[src/rtl/layermixer.sv]
// rtl/layermixer.sv - N-layer RGB compositor with frame-committed per-layer modes and display blanking
module layermixer #(
    parameter int NUM_LAYERS   = 2,
    parameter int COLOUR_BITS  = 6,
    parameter int SAMPLE_PHASE = 0,
    parameter int PHASES       = 6,
    localparam int PIX_W       = 3 * COLOUR_BITS
) (
    input  logic                      sysClk,
    input  logic                      nReset,
    input  logic [2:0]                sysClkPhase,
    input  logic                      frameStart,
    input  logic                      displayEnable,
    input  logic [NUM_LAYERS*PIX_W-1:0] layerRgb,
    input  logic [NUM_LAYERS*2-1:0]   layerMode,
    input  logic [PIX_W-1:0]          keyColour,
    output logic [PIX_W-1:0]          rgbOut,
    output logic                      rgbValid,
    output logic [NUM_LAYERS*2-1:0]   modeActive
);

    localparam logic [1:0] MODE_OFF    = 2'b00;
    localparam logic [1:0] MODE_OPAQUE = 2'b01;
    localparam logic [1:0] MODE_KEY    = 2'b10;
    localparam logic [1:0] MODE_BLEND  = 2'b11;
    localparam logic [NUM_LAYERS*2-1:0] MODE_RST = {{(NUM_LAYERS*2-2){1'b0}}, MODE_OPAQUE};

    logic                        tick;
    logic                        s1_valid;
    logic                        s1_de;
    logic [NUM_LAYERS*PIX_W-1:0] s1_rgb;
    logic [PIX_W-1:0]            s1_key;
    logic [NUM_LAYERS*2-1:0]     s1_mode;
    logic [PIX_W-1:0]            acc;

    assign tick = (int'(sysClkPhase) == SAMPLE_PHASE) && (int'(sysClkPhase) < PHASES);

    function automatic logic [PIX_W-1:0] blend(input logic [PIX_W-1:0] a, input logic [PIX_W-1:0] b);
        logic [PIX_W-1:0]       r;
        logic [COLOUR_BITS:0]   s;
        r = '0;
        for (int c = 0; c < 3; c++) begin
            s = {1'b0, a[c*COLOUR_BITS +: COLOUR_BITS]} + {1'b0, b[c*COLOUR_BITS +: COLOUR_BITS]};
            r[c*COLOUR_BITS +: COLOUR_BITS] = s[COLOUR_BITS:1];
        end
        return r;
    endfunction

    always_ff @(posedge sysClk or negedge nReset) begin
        if (!nReset) begin
            modeActive <= MODE_RST;
        end else if (frameStart) begin
            modeActive <= layerMode;
        end
    end

    // The committed mode is snapshotted alongside the pixel so a commit on the
    // tick edge or the compose edge never affects the pixel already in flight.
    always_ff @(posedge sysClk or negedge nReset) begin
        if (!nReset) begin
            s1_valid <= 1'b0;
            s1_de    <= 1'b0;
            s1_rgb   <= '0;
            s1_key   <= '0;
            s1_mode  <= MODE_RST;
        end else begin
            s1_valid <= tick;
            if (tick) begin
                s1_de   <= displayEnable;
                s1_rgb  <= layerRgb;
                s1_key  <= keyColour;
                s1_mode <= modeActive;
            end
        end
    end

    always_comb begin
        acc = '0;
        for (int i = 0; i < NUM_LAYERS; i++) begin
            case (s1_mode[2*i +: 2])
                MODE_OPAQUE: acc = s1_rgb[i*PIX_W +: PIX_W];
                MODE_KEY: begin
                    if (i == 0 || s1_rgb[i*PIX_W +: PIX_W] != s1_key) begin
                        acc = s1_rgb[i*PIX_W +: PIX_W];
                    end
                end
                MODE_BLEND: begin
                    // Bottom layer has nothing beneath it to blend with.
                    if (i == 0) begin
                        acc = s1_rgb[i*PIX_W +: PIX_W];
                    end else begin
                        acc = blend(acc, s1_rgb[i*PIX_W +: PIX_W]);
                    end
                end
                MODE_OFF: acc = acc;
                default:  acc = acc;
            endcase
        end
    end

    always_ff @(posedge sysClk or negedge nReset) begin
        if (!nReset) begin
            rgbOut   <= '0;
            rgbValid <= 1'b0;
        end else begin
            rgbValid <= s1_valid;
            if (s1_valid) begin
                rgbOut <= s1_de ? acc : '0;
            end
        end
    end

endmodule

[config.mk]
export PLATFORM = sky130hd
export DESIGN_NAME = layermixer
export DESIGN_NICKNAME = d
export VERILOG_FILES = /design/src/rtl/layermixer.sv
export SDC_FILE = /design/constraint.sdc
export NUM_CORES = 1
export LEC_CHECK = 0
export CAP_MARGIN = 15
export CORE_MARGIN = 2
export CORE_UTILIZATION = 55
export CTS_CLUSTER_DIAMETER = 30
export DETAILED_ROUTE_END_ITERATION = 8
export PLACE_DENSITY_LB_ADDON = 0.05
export SLEW_MARGIN = 20
export SYNTH_ARGS = -nofsm -noshare
export SYNTH_HDL_FRONTEND = slang
export SYNTH_SLANG_ARGS = --single-unit
[constraint.sdc]
create_clock -name sysClk -period 8.29 [get_ports sysClk]
set_clock_uncertainty 0.05 [all_clocks]
set_input_delay 1.658 -clock sysClk [delete_from_list [all_inputs] [get_ports sysClk]]
set_output_delay 1.658 -clock sysClk [all_outputs]
set_load 0.05 [all_outputs]
==> impl_results.md <==
- Outcome: completed
- Synth warn: 0
- DRT Pass-1 Iters: 5
- Starting density of the core: 57.3%
- Fraction of layout cells with a size suffix above 1: 15.3%
- Max Fclk: 292 MHz
- Seq cells post-synth: 83
- Worst Setup Start Kind: register
- Syn_area_per_cell: 10.5 µm²
- Max VDD drop: 112 µV
- Hold crit path type: register to register
- Global-route usage over all layers: 25.2%
- Most frequent cells in the layout: 86 x clkdlybuf4s50_1, 81 x dfrtp_1, 56 x mux2_2
- Diodes inserted: 0
- Register area share after synthesis: 44.0%
- WS Path Type: register to output port
- Largest net degree at the start of global routing: 84
- DRT Wirelength: 11.5 mm
- Syn Nets: 529
- Hold_buf cts: 0
- Max FO, Critical Path: 3
- PD cells: 257 nW/µm²
- Final Hold Viols: 0
- Largest delay share family, worst path: buffers and inverters
- Slew @ Worst Pin: 1060 ps
- Mux contribution to synthesized area: 15.7%
- Io pins: 88
- Largest family of logic cells by synthesized area: multiplexers
- Slew Viols, Final: 0
- Htree depth: 3
- Most Used Layer, Global Route: met2
- CP arrival: 1710 ps
- RSZ-0062 raised after global routing: false
- Critical path's largest stage delay: 800 ps
- Via Count: 3831
- Core ar.: 8260 µm²
- Post-DP Area: 5620 µm²
- Vias in the first global route: 3825
- Post-CTS Resized: 0
- Slew HR: 29.6%
- Bufs and invs on worst path: 1
- Post-route cell area: 5860 µm²
- Row count: 33
- Clock Latency Late Sink: 370 ps
- Crit-path cells: clkdlybuf4s50_1
- PortBufs: 87
- Ys async rst share: 100%
- Synth Area in Simple Gates: 11.9%
- Post-synthesis adder-cell area fraction: 4.28%
- Setup TNS: 0 ps
- GR Util met2: 40.7%
- XOR/XNOR Fraction of Synth Area: 5.92%
- Overflow after GRT: 0
- Initial antenna violation count: 0
- CTS Root Cell: clkbuf_8
- GPL Wtd Cong: 0.875
- Endpoints failing setup: 0
- Die Wd: 96.7 µm
- Nets@finish: 602
- Post-route ant nets: 0
- Initial DRC Count: 189
- Crit path required time: 6580 ps
- Mapped Cells: 452
- DP Wirelength: 8.19 mm
- Synthesized-area fraction occupied by ao, oa, aoi and oai cells: 14.1%
- Commonest non-fill, non-tap cell in the layout: clkdlybuf4s50_1
- CTS tree: built
- CTS clk-pin slew, worst paths: 90 ps
- Met1 GRT Util: 34.2%
- Via/cell ratio: 6.03
- DR WL/cell: 18.2 µm
- Die Height: 96.7 µm
- Die area: 9360 µm²
- TritonCTS buffer count: 9
- Mapped cell area: 4730 µm²
- Post-CTS Setup Inserts: 0
- Synth cell types: 56
- Met3 Track Usage GR: 4.77%
- # clock sinks: 83
- Post-synth EDFFs: 0
- Final Cycle Share: 41.3%
- Max_cap viols: 0
- Critical Path End Type: output port
- LEAKAGE: 2.45 nW
- Area grow syn2layout: 23.9%
- Maximum buffer depth of the clock tree: 2
- Minimum clock period: 3420 ps
- DRC: 0
- Max stage delay cell, worst path: clkdlybuf4s50_1
- Global-route wire length before repair: 18.9 mm
- Top_reg_cell synth: dfrtp_1
-- state kept, by name, summed over array words and instances, names as in the netlist --
register    cells
modeActive      4
rgbOut         18
rgbValid        1
s1_de           1
s1_key         18
s1_mode         4
s1_rgb         36
s1_valid        1
-- per-layer routing --
metal / part of all wire, % / wire length (µm) / vias up
met5: 0 / 0 / -
met4: 2.1 / 242 / 0
met3: 6.1 / 698 / 16
met2: 48 / 5560 / 140
met1: 44 / 5020 / 1905
li1: - / - / 1770
-- cells by family (layout without fill, tap and decap cells) --
logic type | count (synthesis) | count (layout)
buf+inv | 44 | 122
mux | 67 | 67
flops | 83 | 83
simple gates | 115 | 115
fa+ha+maj | 15 | 15
compound gates | 96 | 96
xor+xnor | 32 | 32
-- final timing paths --
kind,cells after the start,slack (ps),start,end
max,1,4870,modeActive[0],modeActive[0]
max reg2reg,10,4930,s1_mode[0],rgbOut[4]
min in group asynchronous,1,1230,nReset,s1_rgb[27]
min,1,450,rgbOut[11],rgbOut[11]
min reg2reg,1,450,rgbOut[11],rgbOut[11]
max in group asynchronous,1,6370,nReset,rgbOut[7]
-- through the flow --
step | worst slack [ps] | power, mW | std cells | utilization (%) | hold slack, ps
after floorplan | 5340 | 0.969 | 452 | - | 316
after global placement | 4820 | 1.13 | 619 | 68.0 | 425
after detailed placement | 4800 | 1.15 | 619 | 68.0 | 430
after CTS | 4850 | 1.51 | 635 | 71.0 | 451
after global routing | 4690 | 1.59 | 635 | 71.0 | 483
final | 4870 | 1.50 | 635 | 71.0 | 450
-- Yosys cell counts (11+ instances only) --
| cell type | instances | area (µm²) |
|---|---|---|
| mux2_2 | 56 | 631 |
| clkbuf_1 | 19 | 71.3 |
| xnor2_1 | 13 | 114 |
| o21ai_0 | 23 | 115 |
| a21oi_1 | 19 | 95.1 |
| nand2_1 | 34 | 128 |
| nor2_1 | 26 | 97.6 |
| xor2_1 | 19 | 166 |
| dfrtp_1 | 81 | 2030 |
| and2_1 | 13 | 81.3 |
| inv_1 | 16 | 60.1 |
| mux2i_1 | 11 | 110 |
-- report_power, final --
part	internal, mW	total, mW	switching (mW)
sequential	0.485	0.590	0.104
clock	0.201	0.357	0.157
combinational	0.256	0.558	0.302
total	0.942	1.50	0.563
-- final cells by class --
cell class                      count  area [µm²]
Clock inverter                      6         114
Inverter                           17        63.8
Sequential cell                    83        2080
Fill cell                         663        2390
Clock buffer                       10         128
Tap cell                          105         131
Timing Repair Buffer               89         887
Multi-Input combinational cell    325        2460
(Power assumes the default switching activity.)
